===== src/rtl/r2r_pkg.sv =====
// Shared definitions for the R2R ladder path: SAR state encoding, comparator polarity
// and the ladder width default used by both the DAC output and ADC input blocks.
package r2r_pkg;

   localparam int R2R_DATA_WIDTH = 8;

   // Comparator output level meaning "analog input >= DAC output": keep the trial bit.
   localparam logic COMP_KEEP = 1'b1;

   typedef enum logic [1:0] {
      IDLE   = 2'd0,
      SETTLE = 2'd1,
      SAMPLE = 2'd2,
      DONE   = 2'd3
   } sar_state_t;

endpackage


===== src/rtl/sync_2ff.sv =====
// Generic two-flop synchroniser for bringing asynchronous levels into the clk domain.
// Synchronous active-low reset clears both stages.
module sync_2ff #(
   parameter int WIDTH = 1
) (
   input  logic             clk,
   input  logic             rst,
   input  logic [WIDTH-1:0] d,
   output logic [WIDTH-1:0] q
);

   logic [WIDTH-1:0] meta_reg;
   logic [WIDTH-1:0] q_reg;

   always_ff @(posedge clk) begin
      if (!rst) begin
         meta_reg <= '0;
         q_reg    <= '0;
      end else begin
         meta_reg <= d;
         q_reg    <= meta_reg;
      end
   end

   assign q = q_reg;

endmodule


===== src/rtl/r2r_sar_adc.sv =====
// Successive-approximation ADC controller driving the R2R ladder and sampling an external comparator.
// Define SAR_CONTINUOUS_EN for free-running back-to-back conversions (start ignored).
module r2r_sar_adc
   import r2r_pkg::*;
#(
   parameter int DATA_WIDTH    = R2R_DATA_WIDTH,
   parameter int SETTLE_CYCLES = 16
) (
   input  logic                  clk,
   input  logic                  rst,
   input  logic                  start,
   input  logic                  comp_in,
   output logic [DATA_WIDTH-1:0] dac_code,
   output logic                  busy,
   output logic [DATA_WIDTH-1:0] result,
   output logic                  valid
);

   localparam int IDX_W = $clog2(DATA_WIDTH);
   localparam int CNT_W = $clog2(SETTLE_CYCLES);

   localparam logic [DATA_WIDTH-1:0] MSB_CODE = {1'b1, {(DATA_WIDTH-1){1'b0}}};
   localparam logic [IDX_W-1:0]      TOP_IDX  = IDX_W'(DATA_WIDTH - 1);
   localparam logic [CNT_W-1:0]      CNT_LOAD = CNT_W'(SETTLE_CYCLES - 1);

   sar_state_t            state_reg,  state_next;
   logic [DATA_WIDTH-1:0] dac_reg,    dac_next;
   logic [DATA_WIDTH-1:0] result_reg, result_next;
   logic [IDX_W-1:0]      idx_reg,    idx_next;
   logic [CNT_W-1:0]      cnt_reg,    cnt_next;
   logic                  comp_s;
   logic                  launch;

   sync_2ff #(.WIDTH(1)) u_comp_sync (
      .clk (clk),
      .rst (rst),
      .d   (comp_in),
      .q   (comp_s)
   );

`ifdef SAR_CONTINUOUS_EN
   assign launch = 1'b1;
`else
   assign launch = start;
`endif

   always_ff @(posedge clk) begin
      if (!rst) begin
         state_reg  <= IDLE;
         dac_reg    <= '0;
         result_reg <= '0;
         idx_reg    <= '0;
         cnt_reg    <= '0;
      end else begin
         state_reg  <= state_next;
         dac_reg    <= dac_next;
         result_reg <= result_next;
         idx_reg    <= idx_next;
         cnt_reg    <= cnt_next;
      end
   end

   always_comb begin
      state_next  = state_reg;
      dac_next    = dac_reg;
      result_next = result_reg;
      idx_next    = idx_reg;
      cnt_next    = cnt_reg;
      case (state_reg)
         IDLE: begin
            if (launch) begin
               dac_next   = MSB_CODE;
               idx_next   = TOP_IDX;
               cnt_next   = CNT_LOAD;
               state_next = SETTLE;
            end
         end
         SETTLE: begin
            if (cnt_reg == '0) begin
               state_next = SAMPLE;
            end else begin
               cnt_next = cnt_reg - CNT_W'(1);
            end
         end
         SAMPLE: begin
            dac_next[idx_reg] = (comp_s == COMP_KEEP);
            if (idx_reg == '0) begin
               // Result is loaded on the edge into DONE so it changes together with valid.
               result_next = dac_next;
               state_next  = DONE;
            end else begin
               dac_next[idx_reg - IDX_W'(1)] = 1'b1;
               idx_next   = idx_reg - IDX_W'(1);
               cnt_next   = CNT_LOAD;
               state_next = SETTLE;
            end
         end
         DONE: begin
`ifdef SAR_CONTINUOUS_EN
            dac_next   = MSB_CODE;
            idx_next   = TOP_IDX;
            cnt_next   = CNT_LOAD;
            state_next = SETTLE;
`else
            state_next = IDLE;
`endif
         end
         default: state_next = IDLE;
      endcase
   end

   assign dac_code = dac_reg;
   assign result   = result_reg;
   assign busy     = (state_reg != IDLE);
   assign valid    = (state_reg == DONE);

endmodule


===== config.mk =====
export PLATFORM = sky130hd
export DESIGN_NAME = r2r_sar_adc
export DESIGN_NICKNAME = d
export VERILOG_FILES = /design/src/rtl/r2r_pkg.sv /design/src/rtl/sync_2ff.sv /design/src/rtl/r2r_sar_adc.sv
export SDC_FILE = /design/constraint.sdc
export NUM_CORES = 1
export LEC_CHECK = 0
export BUFFER_PORTS_ARGS = -buffer_cell sky130_fd_sc_hd__buf_2
export CAP_MARGIN = 0
export CELL_PAD_IN_SITES_DETAIL_PLACEMENT = 0
export CELL_PAD_IN_SITES_GLOBAL_PLACEMENT = 1
export CORE_UTILIZATION = 35
export DETAILED_ROUTE_END_ITERATION = 16
export HOLD_SLACK_MARGIN = 0.12
export PLACE_DENSITY = 0.65
export SKIP_CTS_REPAIR_TIMING = 1
export SLEW_MARGIN = 10
export SYNTH_ARGS = -nofsm -noshare
export SYNTH_HDL_FRONTEND = slang
export SYNTH_SLANG_ARGS = --single-unit
export TNS_END_PERCENT = 20

===== constraint.sdc =====
create_clock -name clk -period 5.1 [get_ports clk]
set_clock_uncertainty 0.05 [all_clocks]
set_input_delay 0 -clock clk [delete_from_list [all_inputs] [get_ports clk]]
set_output_delay 0 -clock clk [all_outputs]
set_load 0.05 [all_outputs]

==> results.md <==
- Outcome: complete, no violations
- Combinational power share: 23.5%
- Worst VDD drop: 0.000209 V
- Async S/R FF share, synth: 0%
- Hold wc startpoint: start
- Most frequent cell after synthesis: dfxtp_1
- Root Buffer Master: clkbuf_8
- Total grt overflow: 0
- Setup_tns: 0 ns
- Post-detail-place hpwl: 2050 µm
- Crit path capture type: flop
- Die area: between 4000 and 5000 µm²
- Worst Path Required: 5.26 ns
- Post-DRT Antenna Nets: 0
- RSZ-0062 raised after global routing: no
- R2R Path End: dac_code[7]$_SDFFE_PN0P_
- Post-synth EDFFs: 0
- Period utilisation layout: 40.2%
- Post-synth top area cell: dfxtp_1
- Pwr dens: between 300 and 400 nW/µm²
- # clock sinks: 27
- Num CTS Buffers: 3
- Clock insertion delay at the later pin of the skew report: around 0.28 ns
- Largest cells by area after synthesis: dfxtp_1 41%, mux2i_1 6.1%, a211oi_1 5.1%, nor2_1 4.6%, a22o_1 4.0%
- Slew @ Worst Pin: 0.508 ns
- Total number of placement rows: 21
- Launch point of the worst reg-to-reg path: idx_reg[0]$_SDFFE_PN0P_
- Pin count of the biggest net entering global routing: 18
- H-tree levels: 1
- Starting Density: 37.9%
- Mean Syn Cell Area: 9.52 µm²
- Buf/Inv on CP: 1
- GPL Wtd Cong: 0.803
- CTS tree: built
- Kind of cell adding the most delay to the critical path: simple AND/OR/NAND/NOR gates
- Synth unique cells: 39
- Die W: between 60 and 70 µm
- Input/output buffers: 21
- Antenna violations before repair: 0
- Synth Instances: 138
- Critical-path maximum fanout: 14
- Clk pwr share: 26.2%
- Core area: approximately 3500 µm²
- Hold EP: idx_reg[2]$_SDFFE_PN0P_
- Ys Warns: 0
- Share of post-route cells with drive strength above 1: a little over a fifth
- Area Growth Syn to Fin: 15.5%
- Mapped cell area: approximately 1300 µm²
- Share of the synthesized area in the top cell type: 41.1%
- Vias in the first global route: 968
- Main synth FF type: dfxtp_1
- GRT Resource Usage Total: approximately 15%
- Relative slew slack: around 66%
- Final setup viols: 0
- Clock buffer depth: 2
- CP max-delay cell: dfxtp_1
- Reg2Reg Setup Slack: 3.05 ns
- Max-cap viol count: 0
- DR pass1 iterations: 4
- Leak pwr: 0.621 nW
- Fmax: 487 MHz
- Placed cell count: 198
- Register area share after synthesis: 41.1%
- Switching Share: 32.9%
- Clk slew on worst S/H paths: about 0.10 ns
- Synth top cells by count: 27 x dfxtp_1, 16 x nor2_1, 9 x a211oi_1
- Nets: ~170
- Worst r2r path cells: 6
- Final hold vios: 0
- Hold WC Path Type: in -> reg
- Internal: 0.000322 W
- Die height: 63.3 µm
- Mapped Nets: 145
- DR vias/cell: 5.24
- First-pass GRT wire length: 4750 µm
- Cell Chain, Critical Path: inv_1 > ha_1 > nor3b_1 > a21oi_1 > or3_1 > a31oi_1
- Sw Pwr: about 0.00016 W
- Fin cells: 205
- Max-slew violations: 0
- DRC viols: 0
- Drt first-iter violations: 40
- Hold path depth: 4
- CP peak stage delay: just under 0.6 ns
- Sequential power share: 50.4%
- Antenna diodes: 0
- #FFs+latches synth: 27
- Critical Path AT: 2.22 ns
- WS Path Type: reg -> reg
- Final Critical Period: between 2 and 2.5 ns
- Vias: 1075
- DR WL/cell: between 10 and 15 µm
- Worst setup SP type: flop
- I/O pin count: 22
- DRT Wirelength: 2890 µm
- Fillcell total: 352
[cell type report]
| class | instances | area (µm²) | share of cell area, % |
|---|---|---|---|
| multi-input combinational | 97 | 709 | 46.7 |
| clock buffer | 3 | 41.3 | 2.72 |
| sequential | 27 | 541 | 35.6 |
| clock inverter | 1 | 7.51 | 0.495 |
| inverter | 7 | 26.3 | 1.73 |
| timing repair buffer | 24 | 135 | 8.90 |
| tap | 46 | 57.6 | 3.79 |
[cells by family (layout without fill, tap and decap cells)]
logic type      Yosys count  after routing  share of synthesized area (%)
fa+ha+maj                 3              3                           2.86
mux                       8              8                           6.10
buf+inv                  14             35                           4.86
xor+xnor                  2              2                           1.33
compound gates           43             43                           26.8
flops                    27             27                           41.1
simple gates             41             41                           17.0
[metal layers]
metal	up-vias	wire length, µm	GRT usage [%]
li1	551	-	-
met2	24	1340	25.3
met5	-	0	0
met1	494	1370	18.4
met4	0	68	6.53
met3	6	117	4.53
[power groups by stage]
stage | Combinational [W] | Clock, W | Sequential, W
2_1_floorplan | 0.0000890 | 0 | 0.000246
3_3_place_gp | 0.000110 | 0 | 0.000246
3_5_place_dp | 0.000111 | 0 | 0.000247
4_1_cts | 0.000111 | 0.000133 | 0.000242
5_1_grt | 0.000124 | 0.000141 | 0.000245
6_report | 0.000113 | 0.000126 | 0.000242
[per-stage QoR]
step	power, W	worst slack (ns)	instance area (µm²)	util [%]	hold WS, ns
4_1_cts	0.000486	3.06	1490	42.9	-0.122
5_1_grt	0.000510	2.90	1520	43.8	0.161
3_5_place_dp	0.000358	3.07	1440	41.5	0.160
3_3_place_gp	0.000356	3.16	1440	41.5	0.160
6_report	0.000480	3.05	1520	43.8	0.156
2_1_floorplan	0.000335	3.36	1310	-	0.0773
[worst max path at each step]
stage,startpoint,to,cells after the start
2_1_floorplan,idx_reg[0]$_SDFFE_PN0P_,dac_code[7]$_SDFFE_PN0P_,7
3_3_place_gp,idx_reg[0]$_SDFFE_PN0P_,dac_code[7]$_SDFFE_PN0P_,6
3_5_place_dp,idx_reg[0]$_SDFFE_PN0P_,dac_code[7]$_SDFFE_PN0P_,6
4_1_cts,idx_reg[0]$_SDFFE_PN0P_,dac_code[7]$_SDFFE_PN0P_,6
5_1_grt,idx_reg[0]$_SDFFE_PN0P_,dac_code[7]$_SDFFE_PN0P_,6
6_report,idx_reg[0]$_SDFFE_PN0P_,dac_code[7]$_SDFFE_PN0P_,6
[worst register-to-register path, delay by kind of cell, from the launching register on]
family	cells	cell delay, ns
AO/OA/AOI/OAI	2	0.27
adder cells (fa/ha/maj)	1	0.30
buffers and inverters	1	0.17
flip-flops	1	0.59
AND/OR/NAND/NOR	2	0.61
[placed cells by master (no fill, tap or decap), types with 2 or more instances in the layout]
master         count
dfxtp_1           27
buf_2             21
nor2_1            16
a211oi_1           9
mux2i_1            8
inv_1              7
a22o_1             6
nor3b_1            4
o21ai_0            4
and2_1             3
nand3b_1           3
nor3_1             3
a21oi_1            3
nand2_1            3
o21ai_1            3
o31ai_1            3
o21a_1             3
ha_1               3
clkbuf_8           3
dlygate4sd3_1      3
a311oi_1           2
nand3_1            2
xnor2_1            2
a31oi_1            2
Power figures use the tool's default switching activity.
